===== config.mk =====
export PLATFORM = sky130hd
export DESIGN_NAME = exp_arbiter
export DESIGN_NICKNAME = d
export VERILOG_FILES = /design/src/rtl/exp_arbiter_pkg.sv /design/src/rtl/exp_tag_pipe.sv /design/src/rtl/exp_arbiter.sv
export SDC_FILE = /design/constraint.sdc
export NUM_CORES = 1
export LEC_CHECK = 0
export CAP_MARGIN = 15
export CELL_PAD_IN_SITES_DETAIL_PLACEMENT = 0
export CELL_PAD_IN_SITES_GLOBAL_PLACEMENT = 2
export CORE_MARGIN = 2
export CORE_UTILIZATION = 24
export CTS_BUF_LIST = sky130_fd_sc_hd__clkbuf_4 sky130_fd_sc_hd__clkbuf_8
export DETAILED_ROUTE_END_ITERATION = 7
export GPL_TIMING_DRIVEN = 0
export PLACE_DENSITY = 0.88
export SYNTH_ARGS = -nofsm -noshare
export SYNTH_HDL_FRONTEND = slang
export SYNTH_SLANG_ARGS = --single-unit

===== constraint.sdc =====
create_clock -name clk -period 2.7 [get_ports clk]
set_input_delay 0.405 -clock clk [delete_from_list [all_inputs] [get_ports clk]]
set_output_delay 0.405 -clock clk [all_outputs]
set_load 0.01 [all_outputs]

===== src/rtl/exp_arbiter_pkg.sv =====
// exp_arbiter_pkg: global widths, exp latency, default requester count and ring helper.
// Defines `SINGLE, `EXP_LAT and `EXP_N_REQ, so it must be compiled before other files.
`ifndef EXP_ARB_GLOBALS
`define EXP_ARB_GLOBALS
`define SINGLE 32
`define EXP_LAT 17
`define EXP_N_REQ 4
`endif

package exp_arbiter_pkg;

    localparam int SINGLE_W  = `SINGLE;
    localparam int EXP_LAT   = `EXP_LAT;
    localparam int N_REQ_DEF = `EXP_N_REQ;

    // Next position on the ring lo..hi, wrapping hi back to lo.
    function automatic int ring_next(input int cur, input int lo, input int hi);
        return (cur >= hi) ? lo : cur + 1;
    endfunction

endpackage


===== src/rtl/exp_tag_pipe.sv =====
// exp_tag_pipe: LAT-deep {valid,id} shift tracking operations inside the exp pipeline.
module exp_tag_pipe
    import exp_arbiter_pkg::*;
#(
    parameter int LAT = EXP_LAT,
    parameter int IDW = 2
) (
    input  logic           clk,
    input  logic           rst,
    input  logic           flush,
    input  logic           in_vld,
    input  logic [IDW-1:0] in_id,
    output logic           out_vld,
    output logic [IDW-1:0] out_id,
    output logic           any_vld
);

    logic [LAT-1:0] vld;
    logic [IDW-1:0] id [LAT];

    // Valid bits advance one stage per cycle; flush empties every stage at once.
    always_ff @(posedge clk or negedge rst) begin
        if (!rst)
            vld <= '0;
        else if (flush)
            vld <= '0;
        else
            vld <= {vld[LAT-2:0], in_vld};
    end

    // Ids ride alongside the valids and only matter where the matching valid is set.
    always_ff @(posedge clk or negedge rst) begin
        if (!rst) begin
            for (int s = 0; s < LAT; s++)
                id[s] <= '0;
        end else begin
            id[0] <= in_id;
            for (int s = 1; s < LAT; s++)
                id[s] <= id[s-1];
        end
    end

    assign out_vld = vld[LAT-1];
    assign out_id  = id[LAT-1];
    assign any_vld = |vld;

endmodule


===== src/rtl/exp_arbiter.sv =====
// exp_arbiter: round-robin sharing of one exp pipeline among N_REQ requesters.
// Optional macro EXP_ARB_FIXED_PRIO_EN: requester 0 always wins, the rest rotate.
module exp_arbiter
    import exp_arbiter_pkg::*;
#(
    parameter int N_REQ = N_REQ_DEF,
    parameter int LAT   = EXP_LAT
) (
    input  logic                      clk,
    input  logic                      rst,
    input  logic                      flush,
    input  logic [N_REQ-1:0]          req,
    input  logic [N_REQ*`SINGLE-1:0]  x_in,
    output logic [N_REQ-1:0]          gnt,
    output logic [`SINGLE-1:0]        exp_x,
    output logic                      exp_sta,
    input  logic [`SINGLE-1:0]        exp_y,
    output logic [`SINGLE-1:0]        y_out,
    output logic                      y_vld,
    output logic [$clog2(N_REQ)-1:0]  y_id,
    output logic                      busy
);

    localparam int IDW = $clog2(N_REQ);
`ifdef EXP_ARB_FIXED_PRIO_EN
    localparam int LO = 1;
`else
    localparam int LO = 0;
`endif

    logic [IDW-1:0] ptr;
    logic [IDW-1:0] cand;
    logic [IDW-1:0] sel;
    logic           hit;
    logic           issue;
    logic           ptr_upd;
    logic           tag_vld;
    logic [IDW-1:0] tag_id;
    logic           tag_any;
    logic           ret;

    // Search the ring starting just after the last grant; fixed-priority mode lets 0 override.
    always_comb begin
        cand = ptr;
        sel  = '0;
        hit  = 1'b0;
        for (int k = 0; k < N_REQ; k++) begin
            cand = IDW'(ring_next(int'(cand), LO, N_REQ - 1));
            if (!hit && req[cand]) begin
                hit = 1'b1;
                sel = cand;
            end
        end
`ifdef EXP_ARB_FIXED_PRIO_EN
        if (req[0]) begin
            hit = 1'b1;
            sel = '0;
        end
`endif
    end

    // Reset is folded in so nothing issues while rst is low.
    assign issue   = hit && !flush && rst;
    assign gnt     = issue ? (N_REQ'(1) << sel) : '0;
    assign exp_sta = issue;
    assign exp_x   = issue ? x_in[int'(sel) * SINGLE_W +: SINGLE_W] : '0;

`ifdef EXP_ARB_FIXED_PRIO_EN
    assign ptr_upd = issue && (sel != '0);
`else
    assign ptr_upd = issue;
`endif

    // Pointer remembers the last granted index; reset value makes requester 0 first.
    always_ff @(posedge clk or negedge rst) begin
        if (!rst)
            ptr <= IDW'(N_REQ - 1);
        else if (ptr_upd)
            ptr <= sel;
    end

    exp_tag_pipe #(
        .LAT (LAT),
        .IDW (IDW)
    ) u_tag (
        .clk     (clk),
        .rst     (rst),
        .flush   (flush),
        .in_vld  (exp_sta),
        .in_id   (sel),
        .out_vld (tag_vld),
        .out_id  (tag_id),
        .any_vld (tag_any)
    );

    // A flush also kills the operation that is just leaving the tag pipe.
    assign ret = tag_vld && !flush;

    // Capture the exp result with its owner; outputs hold between pulses.
    always_ff @(posedge clk or negedge rst) begin
        if (!rst) begin
            y_out <= '0;
            y_id  <= '0;
            y_vld <= 1'b0;
        end else begin
            y_vld <= ret;
            if (ret) begin
                y_out <= exp_y;
                y_id  <= tag_id;
            end
        end
    end

    assign busy = tag_any | y_vld;

endmodule

# After elaboration in Yosys (flattened, before gate mapping)
# Index checks and enable logic that the tools add are counted.
totals:
  inputBits: 167
  word_cells: 71
  output_inout_bits: 73
  reg_bits: 88
classes:
  n_mux: 23
  shift: 2
  n_bitwise: 1
  order_cmp: 8
  n_addsub: 4
  n_reduce_logical: 11
ops:
  columns: ["cell", "n"]
  rows:
  - ["128-bit by 8-bit variable part select with 32-bit output", 1]
  - ["32-bit 2-to-1 mux", 1]
  - ["17-bit 2-to-1 mux", 1]
  - ["17-bit OR reduction", 1]
  - ["2-bit 2-to-1 mux", 8]
  - ["2-bit by 3-bit < comparator with 1-bit output, second input constant", 4]
  - ["2-bit by 1-bit adder with 2-bit output, second input constant", 4]
  - ["1-bit binary-select mux with 2-bit select", 4]
  - ["2-bit >= comparator, second input constant", 4]
  - ["1-bit 2-to-1 mux", 8]
  - ["1-bit logical AND", 6]
  - ["1-bit logical NOT", 4]
  - ["4-bit 2-to-1 mux", 1]
  - ["1-bit by 2-bit left shift with 4-bit output, first input constant", 1]
  - ["1-bit OR", 1]

# Depth between registers and ports, before layout
depth:
  word_depth: 17
  ltp_mapped: 9
  depth_no_buf: 6

# Hierarchy
# A second synthesis with hierarchy kept.
unflattened:
  cells_unflattened: 294
  hier_area_um2: 4129.0
by_module_without_submodules:
  columns: ["mod", "cells_per_inst", "seq_area_each_um2", "area_per_inst_um2", "instances"]
  rows:
  - ["exp_arbiter", 217, 928.4, 2688.8, 1]
  - ["exp_tag_pipe", 77, 1276.2, 1440.1, 1]

# Worst setup path before layout
# No wires, ideal clock.
synth_timing:
  path_type: "reg-to-output"
  from: "reg ptr[0]"
  to: "out exp_x[26]"
  slack_ps: 432
  t_arrival_ps: 1863
  t_required_ps: 2295
  path_stages_with_launch: 10
  path_buffers: 3
  path_cell_list: "dfstp_2 -> ha_1 -> nor2_1 -> a21oi_2 -> a21oi_2 -> buf_6 -> buf_8 -> buf_8 -> mux2i_1 -> o22ai_2"
synth_via:
  word_cells_on_any_way: 38
  cone_classes: "add/sub (4); order compare (4); shift (1); mux (21); reduce/logical (8)"
synth_lines:
  columns: ["item", "line_no", "text"]
  rows:
  - ["start: declaration", "exp_arbiter.sv:31", "logic [IDW-1:0] ptr;"]
  - ["start signal: assignment", "exp_arbiter.sv:77", "ptr <= IDW'(N_REQ - 1);"]
  - ["start signal: assignment", "exp_arbiter.sv:79", "ptr <= sel;"]
  - ["2-bit by 1-bit adder with 2-bit output or 2-bit >= comparator (tied branches)", "exp_arbiter_pkg.sv:18", "return (cur >= hi) ? lo : cur + 1;"]
  - ["2-bit 2-to-1 mux (*)", "exp_arbiter_pkg.sv:18", null]
  - ["parallel branches: the longest is 11 deep, another holds 2-bit by 1-bit adder with 2-bit output", null, null]
  - ["2-bit 2-to-1 mux (*)", "exp_arbiter.sv:49", "if (!hit && req[cand]) begin"]
  - ["net sel[1]", "exp_arbiter.sv:33", "logic [IDW-1:0] sel;"]
  - ["128-bit by 8-bit variable part select with 32-bit output (*)", "exp_arbiter.sv:66", "assign exp_x = issue ? x_in[int'(sel) * SINGLE_W +: SINGLE_W] : '0;"]
  - ["32-bit 2-to-1 mux (*)", "exp_arbiter.sv:66", null]
  - ["end: declaration", "exp_arbiter.sv:15", "output logic [`SINGLE-1:0] exp_x,"]
# Mark *: on every way through the listed nets, which the timed path passes. The select of a mux whose other input is x is not followed.

# Final worst setup path
layout_timing:
  from: "reg ptr[0]"
  to: "out exp_x[27]"
# Same word-level chain as after synthesis.

==> summary by stage <==
Clocking
After clock tree synthesis, the clock-pin slew on the worst setup and hold paths is 80 ps. The sink count of the clock tree is 88. In this run the number of H-tree levels came out at 3. TritonCTS built the clock tree. Clock latency on the worst-skew pair, taken at its later pin, is 350 ps. The clock tree root driver cell is sky130_fd_sc_hd__clkbuf_8.

The total CTS buffers is 9. In this run the deepest clock path goes through 2 buffers.

Die
The initial standard-cell utilization of the core is 0.243. From left edge to right edge, the die measures 136 µm. The standard cell core area is 17100 µm². During I/O placement, the number of pins put on the boundary was 240. The number of rows in the core area is 48. The die covers 18400 µm². The floorplan die height is 136 µm.

Synth
Synthesis inferred 88 register bits. The most used flip-flop cell after synthesis is sky130_fd_sc_hd__dfrtp_1. Counting distinct cell types in the post-synthesis netlist gives 35. A synthesized cell averages 14.3 µm². The mapped netlist covers 4150 µm². The synthesized instance count is 291. In this run, synthesis inferred 0 flip-flops with an integrated enable. For this run, asynchronously set or reset flops after synthesis account for 1.00.

The sequential cell area fraction in the yosys report is 0.531. For this run, the number of Yosys warnings is 0. The number of nets handed over by synthesis was 459.

Setup path
STA classifies the critical path startpoint as a register. Traced cell by cell, the critical path runs through ha_4 > nor2_2 > a21oi_2 > a21oi_2 > buf_6 > buf_12 > buf_12 > mux2i_4 > o22ai_2 > buf_6. The setup check on the worst reg-to-reg path leaves a slack of 930 ps. The worst path arrival time is 2380 ps. The largest fanout on the critical path is 8. The critical path's slowest cell is sky130_fd_sc_hd__dfstp_2. The critical path is of the register to output port type. At the worst endpoint, the required time is 2300 ps. On the worst path, the slowest cell contributes a delay of 560 ps.

STA classifies the critical path endpoint as an output port.

Timing
Setup violations remaining at the end of the flow were counted as 30. In the finished design, the share of the clock period the worst path needs comes to 1.03. Across all setup checks in the final design, the least slack found is -82.6 ps. The max-slew violation count is 0. The worst hold slack after final layout is 40.8 ps. The sum of negative setup slack is -1450 ps. After layout, the minimum clock period comes to 2780 ps. Based on the critical path, the design can be clocked at up to 0.359 GHz. Clock skew on the completed layout was measured at 7.13 ps. The number of failing hold endpoints at the final stage is 0. At the pin with the least slew margin, the transition time is 961 ps. The relative slew slack is 0.357.

Setup repair after global routing could not meet its margin everywhere.

Run
Max-cap violations in this run came to 0.

Pwr
The power per standard cell area is 644 nW/µm². The leakage power is 3.26 nW. Across the VDD grid, the largest voltage drop is 0.428 mV. Total power for the finished layout comes to 4.73 mW.

Cells and area
The footprint of the multi-input gates is 1940 µm². The number of antenna diodes in the final layout is 0. The area taken by flip-flops and latches is 2200 µm². The library cell used most frequently in the layout, excluding fill and tap cells, is sky130_fd_sc_hd__clkdlybuf4s50_1. The fraction of final layout cells with drive strength greater than 1 is 0.324. Relative to the synthesized area, the layout overhead comes to 76.9%. The library cells used most frequently in the layout, excluding fill and tap cells, are 201 x sky130_fd_sc_hd__clkdlybuf4s50_1, 86 x sky130_fd_sc_hd__dfrtp_1, 47 x sky130_fd_sc_hd__mux2i_1. The number of nets in the layout is 726.

Fill cells in the final layout number 1588. The final cell utilization of the core is 0.429.

Detailed routing
The count of nets left with antenna violations once routing finished came out at 0. The total detailed-routing wirelength is 13300 µm. For this run, design rule violations remaining after detail routing come to 0. In the final routed layout, each cell accounts on average for 17.0 µm. In this run, the number of DRC markers left after iteration 0 of detailed routing was 80. The first-pass iteration count of the detailed router is 4. Using the TritonRoute via totals, the vias-per-cell ratio works out to 4.28. The detailed router placed 3372 vias in this run.

Placed design
The total of buffers placed on input and output ports is 239. Once detailed placement completed, the half-perimeter wirelength came to 10500 µm. The routability-driven placement congestion ratio is 0.840.

Global route
The number of global-route vias before repair was 3744. Summed over all layers, the global routing overflow is 0. Across every metal layer, demand over resource in global routing totals 0.144. Entering global routing, the biggest net connects 34 pins. The number of antenna violations at the first check in global routing came to 0.

The first global-routing pass estimated 20000 µm of wire.

Run status
The checks that failed: setup timing. The run finished, with violations left.

Hold path
In this run the worst hold path is classified as input port to asynchronous set/reset pin.
==> cell type report <==
type / instances / share of cell area
timing repair buffer: 256 / 0.337
sequential: 88 / 0.300
multi-input combinational: 182 / 0.264
tap: 225 / 0.0383
buffer: 19 / 0.0353
clock buffer: 11 / 0.0198
clock inverter: 4 / 0.00426
inverter: 2 / 0.00102
==> worst max-delay path: cells and delay by family, from the launching register on <==
kind,cells,cell delay [ps]
mux,1,220
simple gates,1,90
flops,1,560
fa+ha+maj,1,220
buf+inv,4,590
compound gates,3,310
==> layer usage <==
metal	routed length (µm)	vias to the layer above	global-route usage
met1	4630	1581	0.141
met5	0	-	0
met3	1660	12	0.0778
met2	6910	177	0.265
met4	145	0	0.0365
li1	-	1602	-
==> logic make-up (layout without fill, tap and decap cells) <==
group | Yosys count | in the layout | share of synthesized area
flops | 88 | 88 | 0.531
mux | 99 | 99 | 0.249
buf+inv | 22 | 292 | 0.0491
fa+ha+maj | 1 | 1 | 0.00301
simple gates | 39 | 40 | 0.0579
compound gates | 42 | 42 | 0.110
==> flip-flops by register name (all words and copies together) (netlist names) <==
signal	cells
ptr	2
u_tag.id	32
u_tag.out_id	2
u_tag.vld	17
y_id	2
y_out	32
y_vld	1
==> what timing repair did <==
| item | CTS | global route |
|---|---|---|
| gates resized for setup | 173 | 37 |
| hold buffers | 1 | 0 |
| pin swaps | 3 | 2 |
| endpoints found under the setup margin | 36 | 37 |
| hold endpoints to repair | 23 | 0 |
| cloned | 1 | 3 |
| buffers inserted | 11 | 1 |
==> synthesized netlist by cell type (3+ instances only) <==
master                     n  area share
sky130_fd_sc_hd__a21oi_2   3      0.0063
sky130_fd_sc_hd__buf_12    3       0.014
sky130_fd_sc_hd__buf_2     4      0.0048
sky130_fd_sc_hd__buf_4     8       0.014
sky130_fd_sc_hd__dfrtp_1  86        0.52
sky130_fd_sc_hd__mux2_2   35       0.095
sky130_fd_sc_hd__mux2i_1  64        0.15
sky130_fd_sc_hd__nor2_1    5      0.0045
sky130_fd_sc_hd__nor2_2    3      0.0045
sky130_fd_sc_hd__nor2b_1  17       0.026
sky130_fd_sc_hd__nor4_1    3      0.0045
sky130_fd_sc_hd__o22ai_1   4      0.0060
sky130_fd_sc_hd__o22ai_2  28       0.084
==> through the flow <==
step,instances,setup slack [ps],instance area [µm²]
2_1_floorplan,291,432,4150
3_3_place_gp,755,-3340,6830
3_5_place_dp,756,-469,6850
4_1_cts,783,-167,7120
5_1_grt,787,-226,7340
6_report,787,-82.6,7340
==> power breakdown <==
part / internal, mW / total, mW / switching [mW]
logic: 1.31 / 2.27 / 0.959
registers: 1.58 / 1.66 / 0.0766
clock network: 0.368 / 0.796 / 0.428
total: 3.26 / 4.73 / 1.46
==> path summary, 6_finish.rpt <==
kind,from,end,cells after the start
worst max-delay path,ptr[0],exp_x[27],10
worst min-delay path,rst,u_tag.out_id[0],2
worst max register to register,ptr[0],ptr[1],7
worst min register to register,u_tag.id[14],u_tag.id[12],0
max in group asynchronous,rst,y_out[23],2
min in group clk,u_tag.id[14],u_tag.id[12],0
Power figures use the tool's default switching activity.
